## config.mk

```make
export PLATFORM = sky130hd
export DESIGN_NAME = han_multi_temp_monitor
export DESIGN_NICKNAME = d
export VERILOG_FILES = /design/src/rtl/han_multi_temp_monitor.sv
export SDC_FILE = /design/constraint.sdc
export NUM_CORES = 1
export LEC_CHECK = 0
export ABC_AREA = 1
export BUFFER_PORTS_ARGS = -buffer_cell sky130_fd_sc_hd__clkbuf_2
export CAP_MARGIN = 10
export CORE_MARGIN = 1
export CORE_UTILIZATION = 50
export DETAILED_ROUTE_END_ITERATION = 6
export PLACE_DENSITY = 0.84
export RECOVER_POWER = 100
export SYNTH_ARGS = -nofsm -noshare
export SYNTH_HDL_FRONTEND = slang
export SYNTH_SLANG_ARGS = --single-unit
```

## constraint.sdc

```tcl
create_clock -name clk_50Mhz -period 2.7 [get_ports clk_50Mhz]
set_clock_uncertainty 0.1 [all_clocks]
set_input_delay 0.54 -clock clk_50Mhz [delete_from_list [all_inputs] [get_ports clk_50Mhz]]
set_output_delay 0.54 -clock clk_50Mhz [all_outputs]
set_load 0.02 [all_outputs]
```

## src/rtl/han_multi_temp_monitor.sv

```systemverilog
`timescale 1ns/1ps
// han_multi_temp_monitor: multi-channel LOW/OK/HI temperature classifier with Avalon-MM CSRs, sticky W1C alarms, masked irq; optional status LED under HAN_TEMP_LED_EN.
// Latency: sample -> CHn/state/fresh/ALARM on the accepting edge; irq one edge after ALARM; readdata one cycle after read.
// Backpressure: none; samples and bus accesses are always accepted, samples to channels >= NUM_CH are dropped.
module han_multi_temp_monitor #(
    parameter int NUM_CH    = 4,
    parameter int TEMP_W    = 8,
    parameter int HI_INIT   = 37,
    parameter int LO_INIT   = 32,
    parameter int HYST      = 2,
    parameter int FLASH_DIV = 5000000
) (
    input  logic              clk_50Mhz,
    input  logic              reset,
    input  logic [4:0]        address,
    input  logic              read,
    input  logic              write,
    input  logic [31:0]       writedata,
    output logic [31:0]       readdata,
    input  logic              sample_valid,
    input  logic [3:0]        sample_ch,
    input  logic [TEMP_W-1:0] sample_temp,
    output logic [NUM_CH-1:0] temp_hi,
    output logic [NUM_CH-1:0] temp_ok,
    output logic [NUM_CH-1:0] temp_low,
    output logic              irq
`ifdef HAN_TEMP_LED_EN
   ,output logic              temp_led
`endif
);

    // Threshold comparisons carry one spare bit so the hysteresis subtraction can saturate cleanly.
    localparam int CW = TEMP_W + 1;

    typedef enum logic [1:0] {
        ST_INIT = 2'd0,
        ST_LOW  = 2'd1,
        ST_OK   = 2'd2,
        ST_HI   = 2'd3
    } state_t;

    state_t             st_q   [NUM_CH];
    state_t             st_d   [NUM_CH];
    logic [15:0]        data_q [NUM_CH];
    logic [15:0]        data_d [NUM_CH];
    logic [NUM_CH-1:0]  fresh_q, fresh_d;
    logic [NUM_CH-1:0]  alarm_q, alarm_d;
    logic [NUM_CH-1:0]  mask_q, mask_d;
    logic [15:0]        thr_hi_q, thr_hi_d;
    logic [15:0]        thr_lo_q, thr_lo_d;
    logic [31:0]        readdata_q, readdata_d;
    logic               irq_q;

    logic [NUM_CH-1:0]  smp_hit;
    logic [NUM_CH-1:0]  rd_ch;
    logic [NUM_CH-1:0]  hi_entry;
    logic               wr_thresh, wr_alarm, wr_mask;
    logic [CW-1:0]      t_ext, h_ext, l_ext, h_m, l_m, hyst_c;

    // Next-state rules for one channel given the current state and a new sample.
    function automatic state_t classify(input state_t cur, input logic [CW-1:0] t,
                                        input logic [CW-1:0] h, input logic [CW-1:0] l,
                                        input logic [CW-1:0] hm, input logic [CW-1:0] lm);
        state_t nxt;
        nxt = cur;
        case (cur)
            ST_INIT: nxt = (t > h) ? ST_HI : ((t < l) ? ST_LOW : ST_OK);
            ST_LOW:  nxt = (t > h) ? ST_HI : ((t >= l) ? ST_OK : ST_LOW);
            ST_OK:   nxt = (t > h) ? ST_HI : ((t < lm) ? ST_LOW : ST_OK);
            ST_HI:   nxt = (t < lm) ? ST_LOW : ((t <= hm) ? ST_OK : ST_HI);
            default: nxt = ST_INIT;
        endcase
        return nxt;
    endfunction

    // Address/strobe decode and hysteresis-adjusted thresholds (saturating at zero).
    always_comb begin
        wr_thresh = write && (address == 5'(NUM_CH));
        wr_alarm  = write && (address == 5'(NUM_CH + 1));
        wr_mask   = write && (address == 5'(NUM_CH + 2));
        for (int i = 0; i < NUM_CH; i++) begin
            smp_hit[i] = sample_valid && (sample_ch == 4'(i));
            rd_ch[i]   = read && (address == 5'(i));
        end
        hyst_c = CW'(HYST);
        t_ext  = {1'b0, sample_temp};
        h_ext  = {1'b0, thr_hi_q[TEMP_W-1:0]};
        l_ext  = {1'b0, thr_lo_q[TEMP_W-1:0]};
        h_m    = (h_ext >= hyst_c) ? (h_ext - hyst_c) : '0;
        l_m    = (l_ext >= hyst_c) ? (l_ext - hyst_c) : '0;
    end

    // Register next-state: channel data/state, fresh, alarms (set beats W1C), CSRs and read mux.
    always_comb begin
        hi_entry = '0;
        for (int i = 0; i < NUM_CH; i++) begin
            st_d[i]   = st_q[i];
            data_d[i] = data_q[i];
            if (smp_hit[i]) begin
                st_d[i]   = classify(st_q[i], t_ext, h_ext, l_ext, h_m, l_m);
                data_d[i] = 16'(sample_temp);
                if (st_d[i] == ST_HI && st_q[i] != ST_HI) begin
                    hi_entry[i] = 1'b1;
                end
            end
        end
        // A sample landing on the same edge as a read keeps fresh set.
        fresh_d = (fresh_q & ~rd_ch) | smp_hit;
        alarm_d = (alarm_q & ~(wr_alarm ? writedata[NUM_CH-1:0] : '0)) | hi_entry;
        mask_d  = wr_mask ? writedata[NUM_CH-1:0] : mask_q;

        thr_hi_d = thr_hi_q;
        thr_lo_d = thr_lo_q;
        if (wr_thresh && (writedata[31:16] < writedata[15:0])) begin
            thr_hi_d = writedata[15:0];
            thr_lo_d = writedata[31:16];
        end

        readdata_d = readdata_q;
        if (read) begin
            readdata_d = '0;
            for (int i = 0; i < NUM_CH; i++) begin
                if (address == 5'(i)) begin
                    readdata_d = {fresh_q[i], 13'b0, st_q[i], data_q[i]};
                end
            end
            if (address == 5'(NUM_CH))     readdata_d = {thr_lo_q, thr_hi_q};
            if (address == 5'(NUM_CH + 1)) readdata_d = 32'(alarm_q);
            if (address == 5'(NUM_CH + 2)) readdata_d = 32'(mask_q);
        end
    end

    // State registers with synchronous reset; irq is a registered view of masked alarms.
    always_ff @(posedge clk_50Mhz) begin
        if (reset) begin
            for (int i = 0; i < NUM_CH; i++) begin
                st_q[i]   <= ST_INIT;
                data_q[i] <= '0;
            end
            fresh_q    <= '0;
            alarm_q    <= '0;
            mask_q     <= '0;
            thr_hi_q   <= 16'(HI_INIT);
            thr_lo_q   <= 16'(LO_INIT);
            readdata_q <= '0;
            irq_q      <= 1'b0;
        end else begin
            for (int i = 0; i < NUM_CH; i++) begin
                st_q[i]   <= st_d[i];
                data_q[i] <= data_d[i];
            end
            fresh_q    <= fresh_d;
            alarm_q    <= alarm_d;
            mask_q     <= mask_d;
            thr_hi_q   <= thr_hi_d;
            thr_lo_q   <= thr_lo_d;
            readdata_q <= readdata_d;
            irq_q      <= |(alarm_q & mask_q);
        end
    end

    // One-hot state decode; INIT drives all three flags low.
    always_comb begin
        for (int i = 0; i < NUM_CH; i++) begin
            temp_hi[i]  = (st_q[i] == ST_HI);
            temp_ok[i]  = (st_q[i] == ST_OK);
            temp_low[i] = (st_q[i] == ST_LOW);
        end
    end

    assign readdata = readdata_q;
    assign irq      = irq_q;

`ifdef HAN_TEMP_LED_EN
    localparam int CNT_W = (FLASH_DIV > 1) ? $clog2(FLASH_DIV) : 1;

    logic [CNT_W-1:0] flash_cnt_q, flash_cnt_d;
    logic             led_q, led_d;
    logic             flash_tick;

    // Flash divider wraps at FLASH_DIV-1; on each tick HI blinks, LOW lights solid, otherwise off.
    always_comb begin
        flash_tick  = (flash_cnt_q == CNT_W'(FLASH_DIV - 1));
        flash_cnt_d = flash_tick ? '0 : flash_cnt_q + 1'b1;
        led_d       = led_q;
        if (flash_tick) begin
            if (|temp_hi)       led_d = ~led_q;
            else if (|temp_low) led_d = 1'b1;
            else                led_d = 1'b0;
        end
    end

    // LED and divider registers.
    always_ff @(posedge clk_50Mhz) begin
        if (reset) begin
            flash_cnt_q <= '0;
            led_q       <= 1'b0;
        end else begin
            flash_cnt_q <= flash_cnt_d;
            led_q       <= led_d;
        end
    end

    assign temp_led = led_q;
`endif

endmodule

```

==> results.md, run 1 <==
* Num ports at 99
* Antenna Cells at 0
* Pin count of the biggest net entering global routing at 69
* Die ar. at 13410 µm²
* Floorplan row count at 41
* DR DRC count at 0
* Number of warnings printed during yosys synthesis at 0
* Number of vias in the routed layout at 6953
* Number of global-route vias before repair at 6134
* Launching point of the worst reg2reg path: thr_hi_q[2]
* Worst setup timing slack at the placement stage at -0.002776 ns
* Netlist Area Pre-Place at 6477 µm²
* Wire length of the first global-routing pass at 29900 µm
* Max cap viols at 0
* Ranking of synthesized cells by area: dfxtp_1 36%, nand2_1 11%, a21oi_1 9.5%
* Required time of the critical path at 2.88 ns
* Result of the run: finished, violations left
* Post-layout instance area at 8014 µm²
* Most common cell after layout, fill and taps aside: nand2_1
* Number of vias per cell after detailed routing at 5.709
* Average wire length per cell after detail routing at 16.80 µm
* Number of register bits inferred by synthesis at 117
* Deepest level of the CTS H-tree at 4
* Worst setup slack after layout at -0.05175 ns
* Number of buffers between clock root and the deepest sink at 2
* Power per Cell Area at 574.5 nW/µm²
* First drt pass iteration count at 5
* Die width at 115.8 µm
* Core area at 12620 µm²
* Startpoint of the tightest hold check path: writedata[2]
* Violations in the final reports: setup timing
* Min Tclk post-route at 2.752 ns
* Last weighted congestion value of the routability-driven placer at 0.9749
* Setup TNS at -0.1050 ns
* Post-synthesis net count at 1016
* GR Overflow Total at 0
* Fraction of final layout cells with drive strength greater than 1 at 19.22%
* Total power draw at 0.004604 W
* R2R cell count at 22
* Hold-critical path depth at 3
* Worst min-delay path category: in2reg
* Setup slack of the worst register-to-register path at -0.05 ns
* Cell count after synthesis at 914
* Wire length reported by the detailed router at 20470 µm
* Number of distinct standard cells referenced by the synthesized netlist at 39
* Root cell of the clock tree: clkbuf_16
* Clock network latency to the later pin of the worst-skew pair at 0.42 ns
* Nets at 1135
* Crit path kind: reg2reg
* Initial antenna violation count at 0
* Maximum clock rate at 0.3634 GHz
* Startpoint kind of the worst setup timing path: register
* Clock tree from TritonCTS: built
* Crit. End Element: register
* Arrival time worst endpoint at 2.93 ns
* Final number of setup-violating endpoints at 7
* Synth area leader: dfxtp_1
* Hold path endpoint: mask_q[2]
* Sequential-to-total area share from yosys stat at 36.16%
* Growth of design area from synthesis to finish at 23.72%
* Number of design-rule violations left by the first detailed-router iteration at 705
* Starting Density at 51.33%
* Number of nets with antenna violations after detailed routing at 0
* Share of the synthesized area in the top cell type at 36.16%
* Average size of a mapped cell at 7.087 µm²
* Clock slew seen by the registers of the worst setup and hold paths at 0.05 ns
* Worst-path maximum fanout at 4
* Relative max-transition margin at 18.97%
* Number of buffers added to fix hold violations after cts at 0
* Slew at the pin with the worst max-slew slack at 1.215 ns
* Sink count of the clock tree at 117
* Most used cells in the layout excluding fill and tap cells: 173 x nand2_1, 122 x a21oi_1, 114 x dfxtp_1, 104 x inv_1, 76 x nor2_1
* Total CTS buffers at 17
* Endpoints failing hold at 0
* Fin crit share at 101.9%
* Detailed-placement wirelength estimate at 13830 µm
* FF-to-FF End: alarm_q[3]
* Maximum resistive drop on vdd at 404.7 µV
* Number of max-slew violations in the final report at 0
* Height of the die at 115.8 µm
* Standby leakage power at 3.348 nW
* Total routing usage reported by global routing at 29.14%
* Count of buffers from port buffering at 98
* Placed standard-cell area at 7269 µm²
* Unrepaired setup endpoints after global routing: yes
[synthesized netlist by cell type]
library cell and instances:
nand2_1 183, a21oi_1 123, dfxtp_1 117, inv_1 106, nor2_1 80, o21ai_0 72, ha_1 48, nand3_1 35
clkbuf_1 22, o211ai_1 21, inv_2 16, buf_2 9, nand4_1 8, nand2_2 6, nor3_1 6, o21ai_1 6
o22ai_1 6, o2111ai_1 5, a21oi_2 4, nand3_2 4, nand4_2 4, nor3_2 4, a21o_1 3, nor2_2 3
nor2_4 3, clkinv_1 2, nand2_4 2, nand3_4 2, o31ai_1 2, or2_2 2, xor2_1 2, a21oi_4 1
a41oi_1 1, and3_1 1, buf_1 1, buf_4 1, nor3_4 1, o21a_1 1, o21bai_1 1
[report_power, final]
group | switching (W) | internal (W)
Combinational | 0.000292 | 0.000161
Clock | 0.000824 | 0.00156
Sequential | 0.0000158 | 0.00175
[metal layers]
metal,vias to the layer above,GRT usage [%],share of wire [%]
met5,-,0,0
met2,367,46.79,46
met4,0,15.81,5.9
met1,3195,36.39,40
met3,110,6.485,8.1
li1,3281,-,-
[critical path: stages (launching register included)]
cell and delay (ns):
dfxtp_4 0.36, inv_4 0.07, ha_4 0.17, nand3_4 0.11, nor3_4 0.24, nand3_2 0.16, inv_2 0.11, or2_4 0.13
ha_4 0.20, nand2_2 0.06, nand2_1 0.05, nand2_1 0.07, nand3_2 0.07, nand2_1 0.07, nand2_1 0.05, nand2_1 0.05
nand2_1 0.04, nand2_1 0.06, nand2_2 0.10, nand2_2 0.09, nand4_4 0.10, nand2_2 0.10, a21oi_2 0.05
[state kept, by name, indices dropped and copies added (netlist names)]
register and cells:
data_q 32, readdata 32, thr_hi_q 16, thr_lo_q 16, st_q 8, alarm_q 4, fresh_q 4, mask_q 4
irq 1
[through the flow]
stage                     cells  hold slack, ns  utilization, %
after CTS                  1213          0.2933           62.85
after global routing       1218          0.3235           63.50
final                      1218          0.2988           63.50
after detailed placement   1181          0.3372           57.60
after global placement     1181          0.3326           57.60
after floorplan             914          0.3237               -
[logic make-up (layout without fill, tap and decap cells)]
family	Yosys count	in the layout	synth area share, %
AOI/OAI and AO/OA	246	246	20.96
DFF	117	117	36.16
and+or+nand+nor	344	345	24.01
adders and majority gates	48	48	9.272
xor gates and xnor gates	2	2	0.2705
buffers and inverters	157	288	9.330
[how the worst max path moves through the flow]
stage / start / to / slack (ns) / cells past startpoint
2_1_floorplan: thr_hi_q[1] / alarm_q[2] / 0.19 / 22
3_3_place_gp: thr_hi_q[2] / alarm_q[1] / 0.12 / 22
3_5_place_dp: thr_hi_q[2] / st_q[1][0] / -0.003 / 22
4_1_cts: thr_lo_q[2] / st_q[3][0] / 0.01 / 17
5_1_grt: thr_hi_q[2] / alarm_q[3] / -0.14 / 19
6_report: thr_hi_q[2] / alarm_q[3] / -0.05 / 22
[final cells by class]
type	count	area, µm²
clock buffers	19	442.9
clock inverters	13	181.4
fillers	1112	4606
flip-flops and latches	117	2349
repair buffers	132	691.9
well taps	172	215.2
inverters	124	467.9
multi-input cells	641	3666
[what timing repair did]
action | CTS | global route
cloned | 0 | 1
pin swaps | 1 | 15
endpoints found under the hold margin | 0 | 0
setup buffers | 0 | 4
gates resized for setup | 9 | 33
setup endpoints to repair | 8 | 8
No activity file was read; power rests on OpenSTA's default activity.
==> inputs of run 2 (changes only) <==
--- a/config.mk
+++ b/config.mk
@@ -11,7 +11,7 @@
 export CORE_MARGIN = 1
 export CORE_UTILIZATION = 50
 export DETAILED_ROUTE_END_ITERATION = 6
-export PLACE_DENSITY = 0.84
+export PLACE_DENSITY = 0.82
 export RECOVER_POWER = 100
 export SYNTH_ARGS = -nofsm -noshare
 export SYNTH_HDL_FRONTEND = slang
==> constraint.sdc (replaced) <==
create_clock -name clk_50Mhz -period 3.5 [get_ports clk_50Mhz]
set_clock_uncertainty 0.1 [all_clocks]
set_input_delay 0.7 -clock clk_50Mhz [delete_from_list [all_inputs] [get_ports clk_50Mhz]]
set_output_delay 0.7 -clock clk_50Mhz [all_outputs]
set_load 0.02 [all_outputs]
==> run 2 against run 1 <==
The flow finishes with violations (capacitance limit, slew limit). Via count is 7.2% lower. Critical path depth is 17 lower. Worst setup slack better by 0.33 ns. Cell area is 5.2% lower. Sequential share of layout area is 1.5 points higher. First-iteration DRC count is 24% lower. Clock power is 29% lower. Count of clock-buffer cells in the layout is 2 higher. Die area stayed put. Sequential cell count stayed put. Combinational power is 33% lower. Global-route usage is 1.2 points lower. Largest cell class unchanged. Highest routed layer unchanged.
==> results.md, run 2 (synthesis gave the netlist of run 1 again) <==
* Power per Cell Area at 442.5 nW/µm² (-23%)
* Worst-path maximum fanout at 68 (+64)
* Final number of setup-violating endpoints at 0 (-7)
* Crit. End Element: register
* GR Overflow Total at 0 (unchanged)
* Maximum resistive drop on vdd at 298.0 µV (-26%)
* Result of the run: finished, violations left
* Number of design-rule violations left by the first detailed-router iteration at 534 (-24%)
* Last weighted congestion value of the routability-driven placer at 0.9216 (-5.5%)
* Required time of the critical path at 3.73 ns (+0.85 ns)
* Die width at 115.8 µm (unchanged)
* Sequence of cells on the critical path: clkbuf_2 > inv_1 > clkbuf_1 > o21ai_0 > a21oi_1
* Setup slack of the worst register-to-register path at 0.40 ns (+0.45 ns)
* Fraction of final layout cells with drive strength greater than 1 at 13.37% (-5.8 points)
* Clock network latency to the later pin of the worst-skew pair at 0.42 ns (about the same)
* Launching point of the worst reg2reg path: thr_lo_q[1]
* Growth of design area from synthesis to finish at 17.31%
* Post-Place Cells at 1159 (-1.9%)
* Pin count of the biggest net entering global routing at 69 (unchanged)
* Startpoint kind of the worst setup timing path: input port
* Crit path kind: in2reg
* Initial antenna violation count at 0 (unchanged)
* Standby leakage power at 3.166 nW (-5.5%)
* Antenna Cells at 0 (unchanged)
* Critical path's slowest cell: clkbuf_1
* Number of buffers between clock root and the deepest sink at 2 (unchanged)
* Fin crit share at 92.07%
* Post-layout instance area at 7599 µm² (-5.2%)
* Maximum clock rate at 0.3103 GHz
* DR DRC count at 0 (unchanged)
* Total CTS buffers at 17 (unchanged)
* Max cap viols at 2 (+2)
* First drt pass iteration count at 6 (+1)
* Slew at the pin with the worst max-slew slack at 2.636 ns (+1.420 ns)
* Number of max-slew violations in the final report at 119 (+119)
* Number of fillers in the final layout at 1200 (+7.9%)
* Clock tree from TritonCTS: built
* Detailed-placement wirelength estimate at 12960 µm (-6.3%)
* Floorplan row count at 41 (unchanged)
* Min Tclk post-route at 3.222 ns
* Arrival time worst endpoint at 3.45 ns (+0.52 ns)
* Most used cells in the layout excluding fill and tap cells: 183 x nand2_1, 124 x a21oi_1, 117 x dfxtp_1, 107 x inv_1, 80 x nor2_1
* Count of buffers from port buffering at 98 (unchanged)
* Die ar. at 13410 µm² (unchanged)
* Relative max-transition margin at -75.71% (-95 points)
* Startpoint of the tightest hold check path: thr_lo_q[10]
* Placed standard-cell area at 7104 µm² (-2.3%)
* Number of vias per cell after detailed routing at 5.424 (-5.0%)
* Buffers & Inverters on Critical Path at 3 (+1)
* Average wire length per cell after detail routing at 15.40 µm (-8.3%)
* Number of nets with antenna violations after detailed routing at 0 (unchanged)
* Number of global-route vias before repair at 5776 (-5.8%)
* Nets at 1108 (-2.4%)
* Worst path top cell family by delay: buffers and inverters
* Most common cell after layout, fill and taps aside: nand2_1
* Violations in the final reports: capacitance limit, slew limit
* Critical path startpoint: reset
* Number of buffers added to fix hold violations after cts at 0 (unchanged)
* Critical Path Max Stage Delay at 1.86 ns (+1.50 ns)
* Post-layout instance count excluding filler cells at 1189 (-2.4%)
* Core area at 12620 µm² (unchanged)
* Starting Density at 51.33% (unchanged)
* Resized cells post-CTS at 0 (-9)
* Root cell of the clock tree: clkbuf_16
* Endpoints failing hold at 0 (unchanged)
* Wire length of the first global-routing pass at 28640 µm (-4.2%)
* Height of the die at 115.8 µm (unchanged)
* Worst min-delay path category: reg2reg
* Setup TNS at 0 ns (+0.1050 ns)
* Total routing usage reported by global routing at 27.91% (-1.2 points)
* Clock slew seen by the registers of the worst setup and hold paths at 0.05 ns (about the same)
* Setup Fix Bufs, Post-CTS at 0 (unchanged)
* Total power draw at 0.003362 W (-27%)
* WHS at 0.3441 ns (+0.04534 ns)
* Num ports at 99 (unchanged)
* Number of vias in the routed layout at 6449 (-7.2%)
* Deepest level of the CTS H-tree at 4 (unchanged)
* Unrepaired setup endpoints after global routing: no
* Sink count of the clock tree at 117 (unchanged)
* Wire length reported by the detailed router at 18320 µm (-11%)
[run 2: worst register-to-register path: cells and delay by family, from the launching register on]
kind / cells / cell delay [ns]
simple gates: 9 / 1.03
fa+ha+maj: 2 / 0.59
compound gates: 3 / 0.41
buf+inv: 3 / 0.38
flops: 1 / 0.31
[run 2: area by class of cell]
class	instances	area [µm²]	area share, %
inverter	124	465.4	6.125
sequential	117	2342	30.83
tap	172	215.2	2.832
clock buffer	21	470.5	6.191
multi-input combinational	640	3515	46.25
clock inverter	9	103.9	1.367
timing repair buffer	106	486.7	6.405
[run 2: stage by stage]
step	worst slack, ns	util (%)
2_1_floorplan	0.9881	-
3_3_place_gp	0.6981	56.30
3_5_place_dp	0.6170	56.30
4_1_cts	0.5734	60.85
5_1_grt	0.1761	60.21
6_report	0.2775	60.21
[run 2: final timing paths]
path | cells past startpoint | end
worst max-delay path | 5 | thr_lo_q[3]
worst min-delay path | 2 | thr_lo_q[10]
worst max register to register | 17 | alarm_q[3]
worst min register to register | 2 | thr_lo_q[10]
[run 2: report_power, final]
| part | internal, W | total, W | switching [W] |
|---|---|---|---|
| clock | 0.00109 | 0.00170 | 0.000607 |
| combinational | 0.000102 | 0.000304 | 0.000202 |
| sequential | 0.00135 | 0.00136 | 0.0000115 |
[run 2: metal layers]
| metal | routed length (µm) | track usage (%) | up-vias |
|---|---|---|---|
| li1 | - | - | 3220 |
| met1 | 7891 | 36.66 | 2882 |
| met2 | 8391 | 43.73 | 281 |
| met3 | 1345 | 5.073 | 66 |
| met4 | 687 | 14.62 | 0 |
| met5 | 0 | 0 | - |
